$ cat src/rtl/layer_sequencer.sv
// ============================================================================
// Module   : layer_sequencer
// Brief    : Instruction-driven CNN layer controller; gates output-buffer writes
//            from the selected result source and reports layer/network completion.
// Revision : 1.0 - initial release
// ============================================================================
`default_nettype none

module layer_sequencer #(
    parameter int INSTRUCTION_WIDTH = 32,
    parameter int MODE_WIDTH        = 2,
    parameter int COUNT_WIDTH       = 16
) (
    input  logic                         clk,
    input  logic                         rst,
    input  logic                         instr_valid,
    output logic                         instr_ready,
    input  logic [INSTRUCTION_WIDTH-1:0] instruction_signal,
    input  logic                         abort,
    input  logic                         ready_write_from_activation,
    input  logic                         ready_write_from_pooling,
    output logic [MODE_WIDTH-1:0]        layer_mode,
    output logic                         fully_convol_signal,
    output logic                         pooling_signal,
    output logic                         write_signal,
    output logic [COUNT_WIDTH-1:0]       write_count,
    output logic                         busy,
    output logic                         layer_done,
    output logic                         net_done,
    output logic                         err_illegal
);

    localparam logic [1:0] c_S_IDLE = 2'd0;
    localparam logic [1:0] c_S_RUN  = 2'd1;
    localparam logic [1:0] c_S_DONE = 2'd2;

    logic [1:0]             r_state;
    logic [1:0]             w_state_next;
    logic [COUNT_WIDTH-1:0] r_count;
    logic                   r_last;

    logic [MODE_WIDTH-1:0]  w_mode_field;
    logic [COUNT_WIDTH-1:0] w_count_field;
    logic                   w_last_field;
    logic                   w_mode_legal;
    logic                   w_sel_ready;
    logic [COUNT_WIDTH-1:0] w_count_inc;
    logic                   w_accept;
    logic                   w_reject;
    logic                   w_write;
    logic                   w_unused_instr;

    assign w_mode_field   = instruction_signal[MODE_WIDTH-1:0];
    assign w_count_field  = instruction_signal[MODE_WIDTH+COUNT_WIDTH-1:MODE_WIDTH];
    assign w_last_field   = instruction_signal[INSTRUCTION_WIDTH-1];
    // Bits between the count field and LAST are reserved.
    assign w_unused_instr = &{1'b0, instruction_signal};

    assign w_mode_legal = (w_mode_field == MODE_WIDTH'(0)) || (w_mode_field == MODE_WIDTH'(1));
    assign w_count_inc  = write_count + COUNT_WIDTH'(1);

    // Only the source matching the latched mode can trigger a write.
    assign w_sel_ready = (layer_mode == MODE_WIDTH'(0)) ? ready_write_from_activation :
                         (layer_mode == MODE_WIDTH'(1)) ? ready_write_from_pooling    : 1'b0;

    always_comb begin
        w_state_next = r_state;
        w_accept     = 1'b0;
        w_reject     = 1'b0;
        w_write      = 1'b0;
        case (r_state)
            c_S_IDLE: begin
                if (instr_valid) begin
                    if (w_mode_legal && (w_count_field != '0)) begin
                        w_accept     = 1'b1;
                        w_state_next = c_S_RUN;
                    end else begin
                        w_reject = 1'b1;
                    end
                end
            end
            c_S_RUN: begin
                if (abort) begin
                    w_state_next = c_S_IDLE;
                end else if (w_sel_ready && (write_count != r_count)) begin
                    w_write = 1'b1;
                    if (w_count_inc == r_count) begin
                        w_state_next = c_S_DONE;
                    end
                end
            end
            c_S_DONE: w_state_next = c_S_IDLE;
            default:  w_state_next = c_S_IDLE;
        endcase
    end

    // Status outputs are registered copies of the next state, so layer_done
    // coincides with the final write strobe.
    always_ff @(posedge clk or posedge rst) begin
        if (rst) begin
            r_state             <= c_S_IDLE;
            r_count             <= '0;
            r_last              <= 1'b0;
            instr_ready         <= 1'b1;
            layer_mode          <= '0;
            fully_convol_signal <= 1'b1;
            pooling_signal      <= 1'b0;
            write_signal        <= 1'b0;
            write_count         <= '0;
            busy                <= 1'b0;
            layer_done          <= 1'b0;
            net_done            <= 1'b0;
            err_illegal         <= 1'b0;
        end else begin
            r_state      <= w_state_next;
            instr_ready  <= (w_state_next == c_S_IDLE);
            busy         <= (w_state_next != c_S_IDLE);
            write_signal <= w_write;
            err_illegal  <= w_reject;
            layer_done   <= (w_state_next == c_S_DONE);
            net_done     <= (w_state_next == c_S_DONE) && r_last;
            if (w_accept) begin
                r_count             <= w_count_field;
                r_last              <= w_last_field;
                layer_mode          <= w_mode_field;
                fully_convol_signal <= (w_mode_field == MODE_WIDTH'(0));
                pooling_signal      <= (w_mode_field == MODE_WIDTH'(1));
                write_count         <= '0;
            end else if (w_write) begin
                write_count <= w_count_inc;
            end
        end
    end

endmodule

`default_nettype wire

$ cat config.mk
export PLATFORM = sky130hd
export DESIGN_NAME = layer_sequencer
export DESIGN_NICKNAME = d
export VERILOG_FILES = /design/src/rtl/layer_sequencer.sv
export SDC_FILE = /design/constraint.sdc
export NUM_CORES = 1
export LEC_CHECK = 0
export ABC_AREA = 1
export BUFFER_PORTS_ARGS = -buffer_cell sky130_fd_sc_hd__buf_2
export CORE_ASPECT_RATIO = 0.75
export CORE_MARGIN = 4
export CORE_UTILIZATION = 49
export CTS_CLUSTER_DIAMETER = 50
export DETAILED_ROUTE_END_ITERATION = 8
export PLACE_DENSITY = 0.83
export SYNTH_ARGS = -nofsm -noshare
export SYNTH_HDL_FRONTEND = slang
export SYNTH_SLANG_ARGS = --single-unit
$ cat constraint.sdc
create_clock -name clk -period 1.8 [get_ports clk]
set_clock_uncertainty 0.15 [all_clocks]
set_input_delay 0 -clock clk [delete_from_list [all_inputs] [get_ports clk]]
set_output_delay 0 -clock clk [all_outputs]
set_load 0.01 [all_outputs]
==> key figures <==
Detailed routing
  • Top Layer Used: met4
  • Total Wirelength: 9.77 mm
  • Met3 routed WL: 754 um
  • Final antenna-violating net count: 0
  • 1st-iter DRT viols: 273
  • Initial DRT Pass Iterations: 6
  • Met2 routed wirelength: 4.54 mm
  • WL per Instance: 15.3 um
  • Via density: 5.27
  • Residual DRC: 0
  • Vias: 3,370
  • Met1 wire length: 4.19 mm

Synthesis
  • Adder-Cell Fraction of Synth Area: 0.452%
  • Synth Flop Type: dfrtp_1
  • Gate Count Post-Synth: 409
  • Ys Warns: 0
  • Area share of the largest cell type after synthesis: 38.9%
  • Most common cell in the netlist: nand2_1
  • FF+latch count, synth: 45
  • Synth area leader: dfrtp_1
  • Syn_nets: 448
  • Sequential share of the synthesized area: 40.8%
  • Asr flop ratio synth: 100%
  • Synth unique cells: 29
  • Post-synthesis cell area: 2770 um^2
  • Post-Synth XOR/XNOR Area: 1.90%
  • Number of synthesized flops with an enable pin: 0
  • Mux share of post-synthesis cell area: 0%
  • Synth Area in Simple Gates: 38.7%
  • Syn avg cell area: 6.77 um^2
  • Largest family of logic cells by synthesized area: simple AND/OR/NAND/NOR gates
  • Main area contributors after synthesis: dfrtp_1 39%, nand2_1 21%, inv_1 7.9%
  • Commonest cells in the netlist: 156 x nand2_1, 58 x inv_1, 48 x nor2_1, 43 x dfrtp_1, 25 x o21ai_0
  • Complex-gate fraction of the synthesized area: 8.77%

STA
  • Final period utilization: 109%
  • Fmax: 511 MHz
  • RSZ-0062 raised after global routing: true
  • Worst Max-Slew Pin Slew: 0.516 ns
  • Hold_ws: 0.129 ns
  • Max Slew Vio Count: 0
  • Worst slew margin: 65.6%
  • Final Hold Fails: 0
  • Final setup margin: -0.157 ns
  • Minimum clock period: 1.96 ns
  • Final setup fails: 22

Critical path
  • Critical path buffers and inverters: 2
  • Crit path capture type: flip-flop
  • R2R depth: 12
  • Setup crit start kind: flip-flop
  • Crit path max-delay cell type: dfrtp_1
  • Crit path cell chain: buf_4 -> nand2_1 -> nor2_4 -> nand2_4 -> inv_2 -> nand3_1 -> nand2_1 -> nand3_2 -> nor2_2 -> nand2_1 -> nand2_1 -> nand2_1
  • Family with the most delay on the worst path: simple AND/OR/NAND/NOR gates
  • CP required: 1.85 ns
  • CP Depth: 12
  • CP Class: flip-flop to flip-flop
  • CP Max Fanout: 5
  • Crit-path max cell delay: 0.43 ns
  • Most frequent CP cell: nand2_1
  • CP arrival: 2.01 ns

Floorplan
  • # IOs: 64
  • Starting density of the core: 51.2%
  • Die H: 73.1 um
  • Rows: 23
  • Total core area: 5410 um^2
  • Die Wd: 94.8 um
  • Die area: 6930 um^2

Global route
  • GRT Resource Usage Total: 28.1%
  • Antenna violations before repair: 0
  • Largest net degree at the start of global routing: 37
  • GRT Residual Overflow: 0
  • Vias in the first global route: 3,065
  • Global-route wire length before repair: 14.8 mm

Power
  • Power per Cell Area: 748 nW/um^2
  • Worst VDD drop: 632 uV
  • LEAKAGE: 0.00226 uW

CTS
  • CTS clock-pin slew for the worst setup and hold paths: 0.09 ns
  • Num CTS Buffers: 5
  • Clk sinks: 45
  • Clk_lat worst skew: 0.30 ns
  • H-Tree Depth: 2
  • Clock Tree Root: clkbuf_8
  • TritonCTS clock tree: built
  • Worst-case clock buffer depth: 2

Placed design
  • Routability congestion estimate: 1.02
  • Number of port buffers: 50
  • Hpwl dp: 6.32 mm
  • Pre-CTS setup slack: -0.179 ns

Outcome
  • Failing checks: negative setup slack
  • Outcome: complete, but fails checks

Finish
  • Nets@finish: 603
  • Proportion of layout cells with a drive suffix above 1: 36.8%
  • Antenna cells: 0
  • P&R area growth vs syn: 53.2%

Job
  • Maxcap violations: 0

Min path
  • HP Class: input pin to async pin
## layer usage
metal | vias to the layer above | track usage [%]
li1 | 1570 | -
met1 | 1568 | 38.5
met2 | 190 | 45.1
met3 | 42 | 4.74
met4 | 0 | 10.2
met5 | - | 0
## worst min-delay path, stage by stage
cell           delay (ns)
dlygate4sd3_1        0.53
buf_2                0.13
inv_2                0.38
## path summary, 6_finish.rpt
kind | from | slack (ns) | end
setup / recovery | write_count[7] | -0.16 | r_state[0]
hold / removal | rst | 0.13 | pooling_signal
setup reg to reg | write_count[7] | -0.16 | r_state[0]
hold reg to reg | r_last | 0.35 | r_last
max in group asynchronous | rst | 0.79 | fully_convol_signal
min in group clk | ready_write_from_activation | 0.21 | net_done
## repair_timing
| item | in CTS | in global routing |
|---|---|---|
| resized for setup | 34 | 22 |
| pin swaps | 9 | 11 |
| setup endpoints to repair | 20 | 42 |
| endpoints found under the hold margin | 69 | 0 |
| buffers inserted | 10 | 3 |
| hold buffers | 22 | 0 |
| cloned | 1 | 0 |
## stage by stage
stage / instance area, um^2 / cells / setup TNS [ns] / power, uW / utilization, %
after floorplan: 2780 / 409 / 0 / 1720 / -
after global routing: 4240 / 640 / -2.97 / 3310 / 78.4
final: 4240 / 640 / -1.33 / 3170 / 78.4
after detailed placement: 3640 / 596 / -0.921 / 2120 / 67.3
after global placement: 3640 / 596 / -0.326 / 2090 / 67.3
after CTS: 4150 / 637 / -0.669 / 3070 / 76.7
## state kept, by name (all words and copies together), names as in the netlist, 2 cells and up
name	flops
layer_mode	2
r_count	16
r_state	2
write_count	16
## cell families (layout without fill, tap and decap cells)
family	count (synthesis)	in the layout
and+or+nand+nor	251	251
buffers and inverters	66	222
AOI/OAI and AO/OA	40	40
xor gates and xnor gates	6	6
DFF	45	45
adders and majority gates	1	1
## layout by cell type (no fill, tap or decap), types with 2 or more instances in the layout
cell type and count:
dlygate4sd3_1 22, nand4_1 6, dfrtp_2 7, buf_6 7
dfstp_2 2, o21ai_1 4, nand3_2 7, o21ai_0 17
nand3_1 14, nand2_1 149, dfrtp_1 36, nor2_2 12
inv_2 4, nand2_2 9, buf_12 3, nor2_1 40
nand3b_1 2, clkbuf_8 6, nand2_4 3, o21ai_2 15
inv_1 55, nor2_4 5, buf_2 50, buf_4 71
xor2_1 5
## power by group
group          switching (uW)  internal, uW
clock                     359           453
combinational             624           523
sequential               82.3          1130
## area by class of cell
type	instances	area, um^2
tap	75	93.8
sequential	45	1140
multi-input combinational	298	1520
clock inverter	1	30.0
fill	367	1170
clock buffer	7	86.3
inverter	61	231
timing repair buffer	153	1140
Power figures use the tool's default switching activity.
